### config.mk
export PLATFORM = sky130hd
export DESIGN_NAME = div_unit
export DESIGN_NICKNAME = d
export VERILOG_FILES = /design/src/rtl/div_unit.sv
export SDC_FILE = /design/constraint.sdc
export NUM_CORES = 1
export LEC_CHECK = 0
export CORE_MARGIN = 8
export CORE_UTILIZATION = 60
export CTS_BUF_LIST = sky130_fd_sc_hd__clkbuf_8
export DETAILED_ROUTE_END_ITERATION = 8
export DONT_BUFFER_PORTS = 1
export GPL_TIMING_DRIVEN = 0
export PLACE_DENSITY = 0.82
export SLEW_MARGIN = 0
export SYNTH_ARGS = -nofsm -noshare
export SYNTH_HDL_FRONTEND = slang
export SYNTH_SLANG_ARGS = --single-unit
### constraint.sdc
create_clock -name clk -period 9.2 [get_ports clk]
set_input_delay 1.84 -clock clk [delete_from_list [all_inputs] [get_ports clk]]
set_output_delay 1.84 -clock clk [all_outputs]
set_load 0.01 [all_outputs]
### src/rtl/div_unit.sv
// Iterative restoring divider for DIV/DIVU: one quotient bit per cycle, with
// sign fix-up, divide-by-zero flagging, pipeline stall request and flush cancel.
module div_unit #(
  parameter int unsigned WIDTH = 32
) (
  input  logic             clk,
  input  logic             rst,
  input  logic             start_i,
  input  logic             signed_i,
  input  logic [WIDTH-1:0] dividend_i,
  input  logic [WIDTH-1:0] divisor_i,
  input  logic             cancel_i,
  output logic             stall_o,
  output logic             valid_o,
  output logic [WIDTH-1:0] lo_o,
  output logic [WIDTH-1:0] hi_o,
  output logic             dbz_o
);

  localparam int unsigned CW = $clog2(WIDTH);

  typedef enum logic [1:0] {S_IDLE, S_CALC, S_FIX, S_DONE} state_t;

  state_t           r_state;
  logic [WIDTH-1:0] r_rem;
  logic [WIDTH-1:0] r_quo;
  logic [WIDTH-1:0] r_div;
  logic [CW-1:0]    r_cnt;
  logic             r_qneg;
  logic             r_rneg;
  logic             r_dbz;
  logic [WIDTH-1:0] r_lo;
  logic [WIDTH-1:0] r_hi;
  logic             r_dbz_out;

  logic             w_a_neg;
  logic             w_b_neg;
  logic [WIDTH-1:0] w_a_abs;
  logic [WIDTH-1:0] w_b_abs;
  logic [WIDTH:0]   w_trial;
  logic [WIDTH-1:0] w_lo_fix;
  logic [WIDTH-1:0] w_hi_fix;

  assign w_a_neg = signed_i & dividend_i[WIDTH-1];
  assign w_b_neg = signed_i & divisor_i[WIDTH-1];
  assign w_a_abs = w_a_neg ? -dividend_i : dividend_i;
  assign w_b_abs = w_b_neg ? -divisor_i  : divisor_i;

  // Shifted partial remainder needs WIDTH+1 bits; MSB of the difference is the borrow.
  assign w_trial = {r_rem, r_quo[WIDTH-1]} - {1'b0, r_div};

  assign w_lo_fix = r_qneg ? -r_quo : r_quo;
  // With a zero divisor the remainder ends as |dividend|; re-applying the
  // dividend sign restores the operand exactly as sampled.
  assign w_hi_fix = r_rneg ? -r_rem : r_rem;

  always_ff @(posedge clk or posedge rst) begin
    if (rst) begin
      r_state   <= S_IDLE;
      r_rem     <= '0;
      r_quo     <= '0;
      r_div     <= '0;
      r_cnt     <= '0;
      r_qneg    <= 1'b0;
      r_rneg    <= 1'b0;
      r_dbz     <= 1'b0;
      r_lo      <= '0;
      r_hi      <= '0;
      r_dbz_out <= 1'b0;
    end else if (cancel_i) begin
      r_state <= S_IDLE;
    end else begin
      case (r_state)
        S_IDLE: begin
          if (start_i) begin
            r_quo   <= w_a_abs;
            r_div   <= w_b_abs;
            r_rem   <= '0;
            r_qneg  <= w_a_neg ^ w_b_neg;
            r_rneg  <= w_a_neg;
            r_dbz   <= (divisor_i == '0);
            r_cnt   <= CW'(WIDTH - 1);
            r_state <= S_CALC;
          end
        end
        S_CALC: begin
          if (w_trial[WIDTH]) begin
            r_rem <= {r_rem[WIDTH-2:0], r_quo[WIDTH-1]};
            r_quo <= {r_quo[WIDTH-2:0], 1'b0};
          end else begin
            r_rem <= w_trial[WIDTH-1:0];
            r_quo <= {r_quo[WIDTH-2:0], 1'b1};
          end
          if (r_cnt == '0) begin
            r_state <= S_FIX;
          end else begin
            r_cnt <= r_cnt - 1'b1;
          end
        end
        S_FIX: begin
          r_lo      <= r_dbz ? '1 : w_lo_fix;
          r_hi      <= w_hi_fix;
          r_dbz_out <= r_dbz;
          r_state   <= S_DONE;
        end
        S_DONE: begin
          r_state <= S_IDLE;
        end
        default: begin
          r_state <= S_IDLE;
        end
      endcase
    end
  end

  assign stall_o = (r_state == S_CALC) | (r_state == S_FIX) |
                   ((r_state == S_IDLE) & start_i & ~cancel_i);
  assign valid_o = (r_state == S_DONE) & ~cancel_i;
  assign lo_o    = r_lo;
  assign hi_o    = r_hi;
  assign dbz_o   = r_dbz_out;

endmodule

==> flow_metrics.tcl, run 1 <==
set metrics [dict create \
    synth_flop_type "sky130_fd_sc_hd__dfrtp_1" \
    cp.arrival_ns 3.05 \
    drt_drc_violations_left 0 \
    synth_largest_area_cell "sky130_fd_sc_hd__dfrtp_1" \
    path_cells "nand2_1, or2_2, clkbuf_1, clkbuf_1, nand2b_1" \
    run_status "completed" \
    cts_sinks 171 \
    ios 136 \
    worst-path-max-fanout 10 \
    n_antenna_cell 0 \
    die_area_mm2 0.0233 \
    clock_tree.buffer_depth 2 \
    placement_rows 50 \
    gp_routability_congestion 0.942 \
    sum_of_internal_switching_and_leakage_power_mw 4.62 \
    finalWirelength_um 29500 \
    detailed_route_via_count 9897 \
    unrepaired_setup_endpoints_after_global_routing "no" \
    critPathKind "input port to primary output" \
    timing.final.max_slew_violations 0 \
    grt_overflow 0 \
    synth.yosys.warnings 0 \
    drt_iter0_drc 745 \
    leakage_component_of_the_power_nw 5.14 \
    holdCritStartpoint "r_div[2]$_DFFE_PP0P_" \
    number_of_antenna_violations_at_the_first_check_in_global_routing 0 \
    worst-r2r-setup-slack_ns 5.36 \
    worstSetupStartpointType "input port" \
    tritoncts.num_buffers 17 \
    layout_min_cycle_time_ns 4.89 \
    drive_gt1_frac 0.0368 \
    yosys.area.top_type_share 0.383 \
    wire_per_inst_um 18.2 \
    cts.clk_slew.worst_paths_ns 0.09 \
    first_pass_grt_wire_length_um 48000 \
    syn-num-nets 1466 \
    length_of_the_first_detailed_routing_pass_in_iterations 5 \
    whs_path_depth 2 \
    detailed_place_hpwl_um 23200 \
    number_of_global_route_vias_before_repair 9272 \
    mostFrequentLayoutCell "sky130_fd_sc_hd__nand2_1" \
    clock_root_buffer "sky130_fd_sc_hd__clkbuf_8" \
    cap_viol_max_count 0 \
    timing.critical_path.required_ns 7.36 \
    max_stage_delay_ns 0.47 \
    pre_cts_worst_setup_slack_ns 4.30 \
    crit-reg2reg-launch "r_rem[22]$_DFFE_PP0P_" \
    timing.critical_path.mode_cell "sky130_fd_sc_hd__clkbuf_1" \
    grt_start_max_net_pins 112 \
    final.period_utilization 0.532 \
    max-vdd-ir-drop_v 0.000171 \
    num-nets-final 1486 \
    cts_tree "done" \
    hold_path.class "flop to flop" \
    setup_viol_count_final 0 \
    fin_hold_ws_ns 0.494 \
    skew_ns 0.0155 \
    initial_utilization 0.604 \
    cp_max_delay_cell "sky130_fd_sc_hd__clkbuf_1" \
    worst_slack_ns 4.31 \
    worstHoldEndpoint "r_div[2]$_DFFE_PP0P_" \
    area_growth_syn_to_layout_pct 6.49 \
    h-tree-depth 4 \
    most-common-layout-cells "221 x sky130_fd_sc_hd__nand2_1, 178 x sky130_fd_sc_hd__o21ai_0, 171 x sky130_fd_sc_hd__dfrtp_1" \
    postSynthAreaPerCell_um2 8.26 \
    totalNegativeSetupSlack_ns 0 \
    portBuffers 0 \
    synth_register_bits 171 \
    die_height_um 152 \
    syn-cell-area_mm2 0.0112 \
    via_per_inst 6.11 \
    synth_seq_area_share 0.383 \
    synth_edf_count 0 \
    worst_skew_pair.late_latency_ns 0.46 \
    timing.max_slew.rel_slack 0.418 \
    synthesis.instances 1354 \
    postSynth.asyncResetShare 1.00 \
    grt.total_usage 0.250 \
    hold_buffers 0 \
    crit-reg2reg-capture "r_rem[15]$_DFFE_PP0P_" \
    postRouteAntennaNets 0 \
    number_of_gates_resized_after_cts 0 \
    yosysUniqueCellTypes 60 \
    worst_setup_path_end_kind "primary output" \
    timing_hold_violations_final 0 \
    p_per_area_mw_per_mm2 388 \
    die_w_um 152 \
    timing.reg2reg.worst_path_depth 11 \
    worst_slew_pin_slew_ns 0.865 \
    synth_top_cells_by_area "sky130_fd_sc_hd__dfrtp_1 38%, sky130_fd_sc_hd__o21ai_0 8.0%, sky130_fd_sc_hd__nand2_1 7.4%" \
    maxClockFrequency_mhz 204 \
    post_cts_buffers 0 \
    coreArea_mm2 0.0185 \
]
==> power by group <==
part           switching, mW  total, mW  internal (mW)
clock                  0.293      0.540          0.247
combinational           1.51       2.58           1.08
sequential             0.439       1.50           1.06
total                   2.24       4.62           2.38
==> worst max-delay path by stage <==
stage / from / end / slack [ns] / depth (start not counted)
final: start_i / stall_o / 4.31 / 5
after global placement: rst / r_div[8]$_DFFE_PP0P_ / 1.15 / 1
after detailed placement: start_i / stall_o / 4.30 / 5
after CTS: start_i / stall_o / 4.29 / 5
after global routing: start_i / stall_o / 4.19 / 5
after floorplan: rst / dbz_o$_DFFE_PP0P_ / 2.73 / 1
==> registers in the layout, summed over array words and instances, names as in the netlist <==
name and cells:
dbz_o 1, hi_o 32, lo_o 32, r_cnt 5
r_dbz 1, r_div 32, r_qneg 1, r_quo 32
r_rem 32, r_rneg 1, r_state 2
==> synth_stat cells, types with 8 or more instances <==
| cell | number |
|---|---|
| sky130_fd_sc_hd__and3_1 | 8 |
| sky130_fd_sc_hd__o31ai_1 | 29 |
| sky130_fd_sc_hd__nor2_1 | 94 |
| sky130_fd_sc_hd__ha_1 | 42 |
| sky130_fd_sc_hd__nor2b_1 | 14 |
| sky130_fd_sc_hd__nor4_1 | 12 |
| sky130_fd_sc_hd__clkbuf_1 | 57 |
| sky130_fd_sc_hd__o41ai_1 | 15 |
| sky130_fd_sc_hd__a21oi_1 | 115 |
| sky130_fd_sc_hd__or3_1 | 24 |
| sky130_fd_sc_hd__nor3_1 | 17 |
| sky130_fd_sc_hd__xnor2_1 | 56 |
| sky130_fd_sc_hd__o21ai_0 | 178 |
| sky130_fd_sc_hd__nand3_1 | 14 |
| sky130_fd_sc_hd__nand2_1 | 221 |
| sky130_fd_sc_hd__inv_1 | 54 |
| sky130_fd_sc_hd__dfrtp_1 | 171 |
| sky130_fd_sc_hd__mux2i_1 | 33 |
| sky130_fd_sc_hd__nand2b_1 | 12 |
| sky130_fd_sc_hd__xor2_1 | 90 |
==> metrics by stage <==
stage,cells,util,area (um^2)
floorplan,1354,-,11200
global placement,1588,0.619,11500
detailed placement,1589,0.621,11500
CTS,1621,0.643,11900
global route,1621,0.643,11900
finish,1621,0.643,11900
==> cell families (layout without fill, tap and decap cells) <==
| group | Yosys count | count (layout) | synth area share |
|---|---|---|---|
| AOI/OAI and AO/OA | 387 | 387 | 0.198 |
| adders and majority gates | 43 | 43 | 0.0488 |
| DFF | 171 | 171 | 0.383 |
| muxes | 34 | 34 | 0.0306 |
| and+or+nand+nor | 454 | 454 | 0.185 |
| buffers and inverters | 119 | 152 | 0.0402 |
| xor gates and xnor gates | 146 | 146 | 0.114 |
==> area by class of cell <==
class	instances	area, um^2
clock buffers	17	234
inverters	54	210
flip-flops and latches	171	4280
repair buffers	1	27.5
plain buffers	65	246
multi-input cells	1064	6450
clock inverters	15	164
fillers	1556	6610
well taps	234	293
==> critical path: cells and delay by family <==
family,cells,cell delay [ns]
buf+inv,2,0.76
simple gates,3,0.44
==> routing by layer <==
layer  routed length [um]  up-vias  GRT usage
met3                 2690       43     0.0559
met5                    0        -          0
met1                13100     4696      0.343
met4                  556        0     0.0749
li1                     -     4748          -
met2                13200      410      0.389
Power figures use the tool's default switching activity.
==> inputs of run 2 (changes only) <==
clock period = 4.85 ns   (was 9.2 ns; I/O delays follow)
==> run 2 against run 1 <==
Net effect:
- clock-buffer cell count is the same
- global-route usage up 0.24 points
- via count shrank 0.68%
- clock skew decreased by 0.0045 ns
- sequential cell count stayed put
- largest power group unchanged
- highest routed layer unchanged
==> flow_metrics.tcl, run 2 (synthesized netlist as in run 1, its figures left out) <==
set metrics [dict create \
    grt_overflow 0 \
    die_height_um 152 \
    worst_setup_path_end_kind "flop" \
    totalNegativeSetupSlack_ns 0 \
    groute.layer.met3.usage 0.0669 \
    sum_of_internal_switching_and_leakage_power_mw 8.71 \
    worst-path-max-fanout 10 \
    busiest_grt_layer "met2" \
    worst_slack_ns 1.06 \
    via_per_inst 6.05 \
    layout.area.seq_mm2 0.00428 \
    p_per_area_mw_per_mm2 730 \
    mostFrequentLayoutCell "sky130_fd_sc_hd__nand2_1" \
    finalWirelength_um 29300 \
    h-tree-depth 4 \
    timing.max_slew.rel_slack 0.410 \
    number_of_antenna_violations_at_the_first_check_in_global_routing 0 \
    pwr-share-clk 0.110 \
    timing.critical_path.required_ns 5.18 \
    maxClockFrequency_mhz 264 \
    hold_path.class "input port to asynchronous set/reset pin" \
    worst_skew_pair.late_latency_ns 0.48 \
    portBuffers 0 \
    skew_ns 0.0110 \
    worst_slew_pin_slew_ns 0.877 \
    clock_tree.buffer_depth 2 \
    number_of_global_route_vias_before_repair 9521 \
    drt_iter0_drc 768 \
    first_pass_grt_wire_length_um 48200 \
    most-common-layout-cells "221 x sky130_fd_sc_hd__nand2_1, 178 x sky130_fd_sc_hd__o21ai_0, 171 x sky130_fd_sc_hd__dfrtp_1" \
    postPlaceCellArea_mm2 0.0116 \
    postRouteAntennaNets 0 \
    cp.arrival_ns 4.13 \
    drive_gt1_frac 0.0388 \
    max-vdd-ir-drop_v 0.000363 \
    tritoncts.num_buffers 17 \
    timing.final.max_slew_violations 0 \
    cts_tree "done" \
    n_antenna_cell 0 \
    swShare 0.491 \
    unrepaired_setup_endpoints_after_global_routing "no" \
    part_of_the_total_power_dissipated_in_combinational_logic 0.566 \
    timing.reg2reg.worst_path_depth 13 \
    placement_rows 50 \
    seq_power_share 0.325 \
    netSwitchingPower_mw 4.28 \
    fill_cells 1580 \
    cap_viol_max_count 0 \
    detailed_place_hpwl_um 23200 \
    pre_cts_worst_setup_slack_ns 1.10 \
    length_of_the_first_detailed_routing_pass_in_iterations 6 \
    hold_buffers 0 \
    timing_hold_violations_final 0 \
    ios 136 \
    die_w_um 152 \
    grt_start_max_net_pins 45 \
    multi_input_comb_area_mm2 0.00645 \
    area_growth_syn_to_layout_pct 6.73 \
    met1_usage 0.342 \
    wire_per_inst_um 18.0 \
    layout_min_cycle_time_ns 3.79 \
    run_status "completed" \
    critPathKind "flop to flop" \
    final_area_mm2 0.0119 \
    clock_root_buffer "sky130_fd_sc_hd__clkbuf_8" \
    gp_routability_congestion 0.930 \
    initial_utilization 0.604 \
    cts.clk_slew.worst_paths_ns 0.10 \
    die_area_mm2 0.0233 \
    num-nets-final 1489 \
    utilization 0.644 \
    final.period_utilization 0.782 \
    grt_util_met2 0.385 \
    worstSetupStartpointType "flop" \
    post_cts_buffers 0 \
    number_of_gates_resized_after_cts 0 \
    detailed_route_via_count 9830 \
    coreArea_mm2 0.0185 \
    drt_drc_violations_left 0 \
    leakage_component_of_the_power_nw 5.13 \
    cts_sinks 171 \
    grt.total_usage 0.252 \
    setup_viol_count_final 0 \
    intPower_mw 4.43 \
]
[run 2: changes by cell type in the layout (fill, tap and decap cells not counted), sizes merged]
| cell | change |
|---|---|
| buf | +3 |
| bufinv | -2 |
| clkinvlp | +3 |
| inv | -1 |
[run 2: worst paths after layout]
check                                            from                    to  slack, ns
worst max-delay path            r_quo[31]$_DFFE_PP0P_  r_rem[9]$_DFFE_PP0P_       1.06
worst min-delay path                              rst  lo_o[15]$_DFFE_PP0P_       0.27
worst max register to register  r_quo[31]$_DFFE_PP0P_  r_rem[9]$_DFFE_PP0P_       1.06
worst min register to register   r_div[9]$_DFFE_PP0P_  r_div[9]$_DFFE_PP0P_       0.49
max in group asynchronous                         rst  r_div[1]$_DFFE_PP0P_       3.80
min in group clk                 r_div[9]$_DFFE_PP0P_  r_div[9]$_DFFE_PP0P_       0.49
[run 2: per-stage QoR]
step | cells | hold WS, ns
global route | 1624 | 0.273
CTS | 1624 | 0.261
finish | 1624 | 0.272
floorplan | 1354 | 0.450
detailed placement | 1592 | 0.472
global placement | 1588 | 0.463
[run 2: layout make-up]
cell class	instances	area share
Multi-Input combinational cell	1064	0.541
Sequential cell	171	0.359
Buffer	65	0.0207
Tap cell	234	0.0245
Timing Repair Buffer	4	0.00671
Clock inverter	15	0.0119
Clock buffer	17	0.0196
Inverter	54	0.0173
[run 2: per-layer routing]
layer	share of wire	vias up
li1	-	4765
met5	0	-
met3	0.092	49
met4	0.020	0
met1	0.45	4639
met2	0.44	377
[run 2: power groups by stage]
stage                     combinational, mW  clock (mW)  sequential, mW
after global placement                 4.71           0            2.81
after floorplan                        3.92           0            2.56
after detailed placement               4.84           0            2.84
after global routing                   5.53        1.02            2.90
after CTS                              4.87       0.965            2.81
final                                  4.93       0.954            2.83
[run 2: critical path: stages, from the launching register on]
cell	delay (ns)
sky130_fd_sc_hd__dfrtp_1	0.33
sky130_fd_sc_hd__inv_1	0.10
sky130_fd_sc_hd__ha_1	0.25
sky130_fd_sc_hd__fa_1	0.40
sky130_fd_sc_hd__nand2b_1	0.19
sky130_fd_sc_hd__a21oi_1	0.16
sky130_fd_sc_hd__nor2_1	0.10
sky130_fd_sc_hd__o31ai_1	0.39
sky130_fd_sc_hd__o21ai_0	0.34
sky130_fd_sc_hd__o31a_1	0.37
sky130_fd_sc_hd__nand2_1	0.30
sky130_fd_sc_hd__buf_2	0.38
sky130_fd_sc_hd__mux2i_1	0.23
sky130_fd_sc_hd__o21ai_0	0.10
==> inputs of run 3 (changes only) <==
PLACE_DENSITY = 0.85   (was 0.82)
clock period = 3.2 ns   (was 4.85 ns; I/O delays follow)
==> run 3 against run 2 <==
Net effect:
- the run now ends with setup timing left
- total power rose by 64%
- clock power grew 71%
- sequential power up 53%
- first-iteration DRC count up 3.1%
- sequential cell count did not move
- combinational power is 68% higher
- cell area up 2.5%
- critical endpoint is now hi_o[30]$_DFFE_PP0P_
- worst hold slack lost 0.25 ns
- clock-buffer cell count rose by 1
==> flow_metrics.tcl, run 3 (synthesized netlist as in run 1, its figures left out) <==
set metrics [dict create \
    run_status "complete, but fails checks" \
    failing_checks "setup timing" \
    multi_input_comb_area_mm2 0.00654 \
    timing.max_slew.rel_slack 0.391 \
    worstSetupStartpointType "flop" \
    postPlaceCellArea_mm2 0.0116 \
    drt_drc_violations_left 0 \
    h-tree-depth 4 \
    first_pass_grt_wire_length_um 49600 \
    worst-path-max-fanout 2 \
    coreArea_mm2 0.0185 \
    final.period_utilization 1.06 \
    place_inst 1592 \
    maxClockFrequency_mhz 295 \
    fill_cells 1470 \
    worst_setup_path_end_kind "flop" \
    portBuffers 0 \
    timing_hold_violations_final 0 \
    timing.critical_path.required_ns 3.54 \
    initial_utilization 0.604 \
    timing.critical_path.mode_cell "sky130_fd_sc_hd__or4_4" \
    leakage_component_of_the_power_nw 5.27 \
    crit_buf_inv 0 \
    area_growth_syn_to_layout_pct 9.35 \
    critPathKind "flop to flop" \
    skew_ns 0.0133 \
    tritoncts.num_buffers 17 \
    most-common-layout-cells "219 x sky130_fd_sc_hd__nand2_1, 175 x sky130_fd_sc_hd__o21ai_0, 167 x sky130_fd_sc_hd__dfrtp_1" \
    critical_path.top_delay_family "simple AND/OR/NAND/NOR gates" \
    pre_cts_worst_setup_slack_ns -0.648 \
    grt_overflow 0 \
    drt_iter0_drc 792 \
    finalWirelength_um 30500 \
    cts_tree "done" \
    num-nets-final 1504 \
    n_antenna_cell 0 \
    postRouteAntennaNets 0 \
    grt.total_usage 0.259 \
    layout.area.seq_mm2 0.00428 \
    die_height_um 152 \
    clock_tree.buffer_depth 2 \
    final_area_mm2 0.0122 \
    grt_start_max_net_pins 46 \
    worst_slack_ns -0.185 \
    gp_routability_congestion 0.941 \
    hold_buffers 0 \
    clock_root_buffer "sky130_fd_sc_hd__clkbuf_8" \
    max-vdd-ir-drop_v 0.000541 \
    placement_rows 50 \
    max_stage_delay_ns 0.54 \
    worst_skew_pair.late_latency_ns 0.46 \
    die_area_mm2 0.0233 \
    length_of_the_first_detailed_routing_pass_in_iterations 5 \
    cts.clk_slew.worst_paths_ns 0.11 \
    number_of_antenna_violations_at_the_first_check_in_global_routing 0 \
    stdcell_count 1639 \
    path_cells "or4_4, or4b_4, nand2b_4, or4_4, or3b_4, or3_4, o31ai_4, xor2_1, o21ai_1" \
    p_per_area_mw_per_mm2 1170 \
    utilization 0.660 \
    number_of_global_route_vias_before_repair 9680 \
    layout_min_cycle_time_ns 3.38 \
    worst_slew_pin_slew_ns 0.905 \
    die_w_um 152 \
    cts_sinks 171 \
    setup_viol_count_final 2 \
    cap_viol_max_count 0 \
    via_per_inst 6.16 \
    wire_per_inst_um 18.6 \
    drive_gt1_frac 0.0676 \
    mostFrequentLayoutCell "sky130_fd_sc_hd__nand2_1" \
    hold_path.class "input port to asynchronous set/reset pin" \
    timing.final.max_slew_violations 0 \
    cp_max_delay_cell "sky130_fd_sc_hd__or4_4" \
    detailed_route_via_count 10100 \
    detailed_place_hpwl_um 23400 \
    cp.arrival_ns 3.72 \
    unrepaired_setup_endpoints_after_global_routing "yes" \
    ios 136 \
]
[run 3: cell types whose count changed in the layout (fill, tap and decap cells not counted), moves of 3 or more]
cell                       before  now
sky130_fd_sc_hd__clkinv_4       3    0
sky130_fd_sc_hd__o21ai_0      178  175
sky130_fd_sc_hd__dfrtp_2        0    4
sky130_fd_sc_hd__buf_4          0   18
sky130_fd_sc_hd__clkbuf_1      57   52
sky130_fd_sc_hd__inv_6          3    7
sky130_fd_sc_hd__dfrtp_1      171  167
[run 3: area by class of cell]
class | count | share of cell area
Tap cell | 234 | 0.0240
Clock buffer | 18 | 0.0203
Clock inverter | 14 | 0.0143
Sequential cell | 171 | 0.350
Inverter | 54 | 0.0169
Multi-Input combinational cell | 1064 | 0.535
Buffer | 62 | 0.0215
Timing Repair Buffer | 22 | 0.0176
[run 3: path summary, 6_finish.rpt]
check	start	slack, ns	end	depth (start not counted)
max	r_rem[6]$_DFFE_PP0P_	-0.18	hi_o[30]$_DFFE_PP0P_	9
min	rst	0.03	lo_o[15]$_DFFE_PP0P_	1
max reg2reg	r_rem[6]$_DFFE_PP0P_	-0.18	hi_o[30]$_DFFE_PP0P_	9
min reg2reg	r_div[3]$_DFFE_PP0P_	0.49	r_div[3]$_DFFE_PP0P_	2
max in group asynchronous	rst	2.39	r_rem[3]$_DFFE_PP0P_	3
min in group clk	cancel_i	0.24	r_state[1]$_DFFE_PP0P_	1
[run 3: repair_timing]
item / CTS / global route
resized for setup: 17 / 19
endpoints found under the setup margin: 36 / 39
endpoints found under the hold margin: 0 / 0
buffers inserted: 9 / 9
pin swaps: 5 / 7
[run 3: through the flow]
step | setup TNS (ns) | total power, mW | hold WS [ns]
floorplan | -0.0763 | 9.82 | 0.450
global placement | -82.62 | 11.4 | 0.463
detailed placement | -18.20 | 11.7 | 0.472
CTS | -0.128 | 13.6 | 0.0133
global route | -0.684 | 15.4 | 0.0218
finish | -0.306 | 14.2 | 0.0259
[run 3: report_power, final]
group | switching (mW) | total [mW] | internal [mW]
logic | 4.65 | 8.28 | 3.63
clock network | 0.882 | 1.63 | 0.749
registers | 1.28 | 4.32 | 3.05
[run 3: worst register-to-register path, cell delays in order (launching register included)]
cell and delay [ns]:
sky130_fd_sc_hd__dfrtp_2 0.42, sky130_fd_sc_hd__or4_4 0.54, sky130_fd_sc_hd__or4b_4 0.50, sky130_fd_sc_hd__nand2b_4 0.16, sky130_fd_sc_hd__or4_4 0.43, sky130_fd_sc_hd__or3b_4 0.39
sky130_fd_sc_hd__or3_4 0.35, sky130_fd_sc_hd__o31ai_4 0.19, sky130_fd_sc_hd__xor2_1 0.21, sky130_fd_sc_hd__o21ai_1 0.08
[run 3: routing by layer]
| metal | share of wire | vias to the layer above | track usage |
|---|---|---|---|
| met3 | 0.10 | 60 | 0.0689 |
| met4 | 0.025 | 0 | 0.0900 |
| li1 | - | 4784 | - |
| met1 | 0.42 | 4788 | 0.339 |
| met2 | 0.45 | 469 | 0.408 |
| met5 | 0 | - | 0 |
